`config.mk`:
```
export PLATFORM = sky130hd
export DESIGN_NAME = avr_dmem_arbiter
export DESIGN_NICKNAME = d
export VERILOG_FILES = /design/src/rtl/avr_dmem_arbiter.sv
export SDC_FILE = /design/constraint.sdc
export NUM_CORES = 1
export LEC_CHECK = 0
export ABC_AREA = 1
export BUFFER_PORTS_ARGS = -buffer_cell sky130_fd_sc_hd__buf_2
export CAP_MARGIN = 0
export CORE_MARGIN = 1.5
export CORE_UTILIZATION = 28
export CTS_CLUSTER_DIAMETER = 120
export DETAILED_ROUTE_END_ITERATION = 7
export GPL_ROUTABILITY_DRIVEN = 0
export PLACE_DENSITY = 0.76
export REMOVE_ABC_BUFFERS = 1
export SKIP_LAST_GASP = 1
export SYNTH_ARGS = -nofsm -noshare
export SYNTH_HDL_FRONTEND = slang
export SYNTH_SLANG_ARGS = --single-unit
export TNS_END_PERCENT = 100
```
`constraint.sdc`:
```
create_clock -name CLK -period 1.2 [get_ports CLK]
set_input_delay 0.06 -clock CLK [delete_from_list [all_inputs] [get_ports CLK]]
set_output_delay 0.06 -clock CLK [all_outputs]
set_load 0.02 [all_outputs]
```
`src/rtl/avr_dmem_arbiter.sv`:
```
// ---------------------------------------------------------------------------
// avr_dmem_arbiter
//
// Shares the single-port AVR data memory between the CPU data port (port A)
// and a secondary master such as a debug loader or DMA engine (port B).
// Port A has priority. A saturating starvation counter forces port B through
// after STARVE_MAX consecutive denied cycles. The memory has a one-cycle
// synchronous read, so the arbiter records who issued the read accepted in the
// previous cycle and steers the returning data to that port only.
//
// Read owner states:
//   state     | meaning
//   ----------+--------------------------------------------------------
//   OWN_NONE  | no read was accepted last cycle; nothing returns now
//   OWN_A     | port A read accepted last cycle; mem_rdata is A's data
//   OWN_B     | port B read accepted last cycle; mem_rdata is B's data
//
// Ports:
//   CLK, RST              system clock, async active-low reset
//   a_req/a_we/a_addr/a_wdata   CPU request (level, held until granted)
//   a_gnt, stall          CPU grant (combinational) and CPU stall
//   a_rvalid, a_rdata     CPU read return, one cycle after the grant
//   b_req/b_we/b_addr/b_wdata   secondary master request
//   b_gnt                 secondary master grant (combinational)
//   b_rvalid, b_rdata     secondary master read return
//   mem_addr/mem_we/mem_wdata   memory command
//   mem_rdata             memory read data, valid the cycle after the address
// ---------------------------------------------------------------------------
module avr_dmem_arbiter #(
    parameter int AW         = 9,
    parameter int DW         = 8,
    parameter int STARVE_MAX = 4
) (
    input  logic          CLK,
    input  logic          RST,

    input  logic          a_req,
    input  logic          a_we,
    input  logic [AW-1:0] a_addr,
    input  logic [DW-1:0] a_wdata,
    output logic          a_gnt,
    output logic          stall,
    output logic          a_rvalid,
    output logic [DW-1:0] a_rdata,

    input  logic          b_req,
    input  logic          b_we,
    input  logic [AW-1:0] b_addr,
    input  logic [DW-1:0] b_wdata,
    output logic          b_gnt,
    output logic          b_rvalid,
    output logic [DW-1:0] b_rdata,

    output logic [AW-1:0] mem_addr,
    output logic          mem_we,
    output logic [DW-1:0] mem_wdata,
    input  logic [DW-1:0] mem_rdata
);

    typedef enum logic [1:0] {
        OWN_NONE = 2'd0,
        OWN_A    = 2'd1,
        OWN_B    = 2'd2
    } owner_t;

    localparam logic [3:0] STARVE_LIMIT = 4'(STARVE_MAX);

    owner_t     rd_owner;
    owner_t     rd_owner_nxt;
    logic [3:0] starve_cnt;
    logic [3:0] starve_cnt_nxt;
    logic       force_b;
    logic       mem_we_raw;

    always_ff @(posedge CLK or negedge RST) begin
        if (!RST) begin
            rd_owner   <= OWN_NONE;
            starve_cnt <= 4'd0;
        end else begin
            rd_owner   <= rd_owner_nxt;
            starve_cnt <= starve_cnt_nxt;
        end
    end

    always_comb begin
        force_b        = 1'b0;
        a_gnt          = 1'b0;
        b_gnt          = 1'b0;
        stall          = 1'b0;
        mem_addr       = a_addr;
        mem_wdata      = a_wdata;
        mem_we_raw     = 1'b0;
        mem_we         = 1'b0;
        starve_cnt_nxt = starve_cnt;
        rd_owner_nxt   = OWN_NONE;
        a_rvalid       = 1'b0;
        b_rvalid       = 1'b0;
        a_rdata        = '0;
        b_rdata        = '0;

        // Grant: A wins unless B has waited long enough to be forced through.
        force_b = b_req && (starve_cnt == STARVE_LIMIT);
        a_gnt   = a_req && !force_b;
        b_gnt   = b_req && !a_gnt;
        stall   = a_req && !a_gnt;

        // Memory command mux; an ungranted cycle never writes.
        if (b_gnt) begin
            mem_addr   = b_addr;
            mem_wdata  = b_wdata;
            mem_we_raw = b_we;
        end else begin
            mem_addr   = a_addr;
            mem_wdata  = a_wdata;
            mem_we_raw = a_we && a_gnt;
        end
        // Gate with reset so nothing is written while the system is held.
        mem_we = mem_we_raw && RST;

        // Starvation counter: counts consecutive denied B cycles, saturating.
        if (!b_req || b_gnt) begin
            starve_cnt_nxt = 4'd0;
        end else if (starve_cnt >= STARVE_LIMIT) begin
            starve_cnt_nxt = STARVE_LIMIT;
        end else begin
            starve_cnt_nxt = starve_cnt + 4'd1;
        end

        // Read owner for the data returning next cycle.
        if (a_gnt && !a_we) begin
            rd_owner_nxt = OWN_A;
        end else if (b_gnt && !b_we) begin
            rd_owner_nxt = OWN_B;
        end else begin
            rd_owner_nxt = OWN_NONE;
        end

        // Read return steering; the idle port sees zero.
        a_rvalid = (rd_owner == OWN_A);
        b_rvalid = (rd_owner == OWN_B);
        if (a_rvalid) begin
            a_rdata = mem_rdata;
        end
        if (b_rvalid) begin
            b_rdata = mem_rdata;
        end
    end

endmodule

```
==> Word-level counts from Yosys, hierarchy flattened <==
Index checks and enable logic that the tools add are counted.
{ "classes": {"n_addsub": 1, "n_lt_le_gt_ge": 1, "eq_ne": 3, "mux": 9, "reduce_logical": 14} }
{ "ops": {"columns": ["op", "count"], "rows": [
  ["$mux W8", 3],
  ["$mux W9", 1],
  ["$logic_and A1 B1 Y1", 8],
  ["$mux W4", 2],
  ["$logic_not A1 Y1", 5],
  ["$add A4 B1 Y4 const B", 1],
  ["$eq A4 B3 Y1 const B", 1],
  ["$ge A4 B3 Y1 const B", 1],
  ["$mux W2", 2],
  ["$eq A2 B1 Y1 const B", 1],
  ["$eq A2 B2 Y1 const B", 1],
  ["$logic_or A1 B1 Y1", 1],
  ["$mux W1", 1]
]} }
{ "totals": {"regBits": 6, "inputBits": 48, "out_inout_bits": 39, "elab_cells": 30} }

==> Depth between registers and ports, before layout <==
{ "depth": {"depth_word": 9, "ltp_mapped": 10, "mapped_depth_nobuf": 9} }

==> Worst setup path after synthesis <==
No wires, ideal clock.
{ "synth_timing": {"path_kind": "register -> output", "startpoint": "register starve_cnt[0]", "endpoint": "output port mem_addr[0]", "arrival_ps": 1260, "required_ps": 1140, "slack_ps": -120, "stages_incl_launch_ff": 11, "path_buffers": 1, "path_cell_list": "dfrtp_1 -> inv_1 -> ha_1 -> nand2_1 -> inv_1 -> nand2_2 -> nand2_4 -> nand2_4 -> buf_6 -> nand2_1 -> nand2_1"} }
{ "synth_between": {"elab_chain_cells": 7} }
{ "synth_rtl": {"columns": ["element", "line", "source"], "rows": [
  ["start: declaration", "70", "logic [3:0] starve_cnt;"],
  ["start signal: assignment", "81", "starve_cnt <= starve_cnt_nxt;"],
  ["$eq A4 B3 Y1", "102", "force_b = b_req && (starve_cnt == STARVE_LIMIT);"],
  ["$logic_and A1 B1 Y1", "102", null],
  ["$logic_not A1 Y1", "103", "a_gnt = a_req && !force_b;"],
  ["$logic_and A1 B1 Y1", "103", null],
  ["$logic_not A1 Y1", "104", "b_gnt = b_req && !a_gnt;"],
  ["$logic_and A1 B1 Y1", "104", null],
  ["$mux W9", "108", "if (b_gnt) begin"],
  ["end: declaration", "54", "output logic [AW-1:0] mem_addr,"]
]} }
Every way passes these cells.

==> Final worst setup path <==
{ "layout_timing": {"startpoint": "register starve_cnt[1]", "endpoint": "output port mem_wdata[7]"} }
{ "layout_between": {"elab_chain_cells": 7} }
{ "layout_rtl": {"columns": ["element", "line", "source"], "rows": [
  ["$eq A4 B3 Y1", "102", null],
  ["$logic_and A1 B1 Y1", "102", null],
  ["$logic_not A1 Y1", "103", null],
  ["$logic_and A1 B1 Y1", "103", null],
  ["$logic_not A1 Y1", "104", null],
  ["$logic_and A1 B1 Y1", "104", null],
  ["$mux W8", "108", null],
  ["end: declaration", "56", "output logic [DW-1:0] mem_wdata,"]
]} }
Every way passes these cells.

==> results by group <==
Status
  – Status: complete, but fails checks
  – Failing checks: negative setup slack

Timing
  – Final worst slack: -0.492 ns
  – Final Max Slew Viols: 0
  – Max Clock Skew: 0.00975 ns
  – Fin Setup TNS: -10.53 ns
  – RSZ-0062 raised after global routing: true
  – WHS: 0.0614 ns
  – Period utilization: 141%
  – Fmax: 591 MHz
  – Min cycle time layout: 1.69 ns
  – # setup viols final: 25
  – Final hold vios: 0

Setup path
  – Most used cell, CP: nand2_2
  – Startpoint types: register
  – WP data required: 1.14 ns
  – Worst Setup End Kind: output port
  – CP max FO: 7
  – Worst path arrival time: 1.63 ns
  – CP cell instances: inv_2, ha_4, nand2_1, inv_1, nand2_2, nand2_4, clkbuf_16, nand3_2, nand2_2, buf_6
  – R2R Setup Slk: -0.38 ns
  – Crit Path Class: reg2out
  – CP max stage cell: dfrtp_1
  – Worst stage delay on the critical path: 0.40 ns

Power and ir drop
  – Power per cell area: 641 mW/mm²
  – Peak supply drop: 526 µV
  – Power Total: 0.960 mW
  – Pleak: 0.936 nW

Logic synthesis
  – Simple-Gate Fraction of Synth Area: 56.3%
  – Gate Count Post-Synth: 122
  – FF+latch count, synth: 6
  – Area of the mapped netlist: 664 µm²
  – Adder-Cell Fraction of Synth Area: 3.77%
  – Mean area per synthesized cell: 5.45 µm²
  – Register area share after synthesis: 22.6%
  – Largest family of logic cells by synthesized area: simple AND/OR/NAND/NOR gates
  – Compound-Gate Fraction of Synth Area: 1.13%
  – Netlist cell types: 15
  – Mux share of post-synthesis cell area: 0%
  – Synth warn: 0
  – Post-Synth XOR/XNOR Area: 0%

Drt
  – Avg Vias per Cell: 4.51
  – Routed WL: 2.49 mm
  – Antenna Nets Post-Route: 0
  – Pre-Repair DR Iteration Count: 4
  – Per-cell routed wire length: 10.1 µm
  – Via Count: 1,115
  – Iter 0 DRT Violations: 11
  – Remaining DRCs: 0

Clock tree
  – H-tree levels: 1
  – Clock Root Buffer: clkbuf_4
  – TritonCTS clock tree: built
  – Clk buf depth: 2
  – Clk slew on worst S/H paths: 0.05 ns
  – Worst-Skew Late Latency: 0.26 ns
  – Cts bufs inserted: 3
  – Clk sinks: 6

Placement
  – Dpl hpwl: 1.65 mm
  – IO buf count: 86

Floorplanning
  – Effective utilization at floorplan: 29.7%
  – Die width: 51.7 µm
  – Core Area: 0.00223 mm²
  – Die footprint: 0.00267 mm²
  – Row cnt: 17
  – Die span in y: 51.7 µm
  – I/O Pins: 87

Global routing
  – GRT Total Usage: 16.3%
  – Largest net degree at the start of global routing: 21
  – Initial antenna violation count: 0
  – Total grt overflow: 0
  – First-pass GRT wire length: 3.28 mm
  – Vias in the first global route: 876

Worst hold path
  – HP Class: in2reg

Layout
  – Fillers: 196
  – Share of cells above drive strength 1: 58.0%
  – Area Overhead vs Synth: 125%
  – Final net count: 271
  – Ant. Diodes: 0

Flow run
  – Maxcap violations: 0
## critical path: cells and delay by family, from the launching register on
family / cells / cell delay [ns]
buffers and inverters: 4 / 0.43
and+or+nand+nor: 5 / 0.42
DFF: 1 / 0.40
adders and majority gates: 1 / 0.12
## report_power, final
| part | leakage, nW | internal [mW] | switching, mW |
|---|---|---|---|
| Combinational | 0.844 | 0.262 | 0.286 |
| Clock | 0.0138 | 0.114 | 0.0803 |
| Sequential | 0.0789 | 0.211 | 0.00692 |
## metrics by stage
stage / utilization (%) / area (µm²) / worst slack [ns] / cells
6_report: 67.1 / 1500 / -0.492 / 247
5_1_grt: 67.1 / 1500 / -0.560 / 247
4_1_cts: 57.8 / 1290 / -0.414 / 245
3_5_place_dp: 52.2 / 1170 / -0.147 / 239
3_3_place_gp: 52.2 / 1170 / -0.128 / 239
2_1_floorplan: - / 636 / -0.107 / 118
## metal layers
layer | global-route usage [%] | share of wire (%)
met1 | 16.4 | 36
met5 | 0 | 0
met4 | 7.89 | 0.60
met2 | 31.4 | 52
met3 | 3.16 | 11
## worst paths after layout
| kind | startpoint | cells past startpoint | to |
|---|---|---|---|
| min in group asynchronous | RST | 2 | starve_cnt[0] |
| hold reg to reg | starve_cnt[2] | 3 | starve_cnt[0] |
| hold / removal | a_we | 4 | rd_owner[0] |
| max in group asynchronous | RST | 2 | starve_cnt[1] |
| setup / recovery | starve_cnt[1] | 10 | mem_wdata[7] |
| setup reg to reg | starve_cnt[1] | 11 | rd_owner[1] |
## final cells by class
| type | count | area (µm²) | area share (%) |
|---|---|---|---|
| Tap cell | 28 | 35.0 | 2.34 |
| Inverter | 20 | 75.1 | 5.01 |
| Sequential cell | 6 | 150 | 10.0 |
| Clock buffer | 3 | 22.5 | 1.50 |
| Multi-Input combinational cell | 92 | 512 | 34.2 |
| Timing Repair Buffer | 98 | 703 | 47.0 |
## registers in the layout (all words and copies together) (netlist names)
signal and count:
starve_cnt 4, rd_owner 2
## synthesized netlist by cell type
cell type,number,share of area (%)
a21boi_0,1,1.1
buf_2,2,1.5
buf_4,1,1.1
buf_6,1,1.7
conb_1,1,0.56
dfrtp_1,6,23
ha_1,2,3.8
inv_1,20,11
nand2_1,41,23
nand2_2,1,0.94
nand2_4,2,3.4
nand3_1,18,14
nor2_1,24,14
nor2_2,1,0.94
nor3_1,1,0.75
## kinds of logic after synthesis
kind of cell             count (synthesis)
AND/OR/NAND/NOR                         88
buffers and inverters                   24
flip-flops                               6
adder cells (fa/ha/maj)                  2
AO/OA/AOI/OAI                            1
other                                    1
## what timing repair did
action                                  CTS  global route
cloned                                    0             1
endpoints found under the setup margin   41            42
buffers inserted                          1             1
pin swaps                                 2            18
gates resized for setup                  27            51
hold buffers                              2             0
endpoints found under the hold margin     7             0
## layout by cell type, fill, tap and decap left out, drive strengths merged, types with 2 or more instances in the layout
cell type	instances
buf	95
nand2	44
dfrtp	6
nand3	18
ha	2
inv	20
nor2	25
dlygate4sd3	2
clkbuf	4
(Power assumes the default switching activity.)
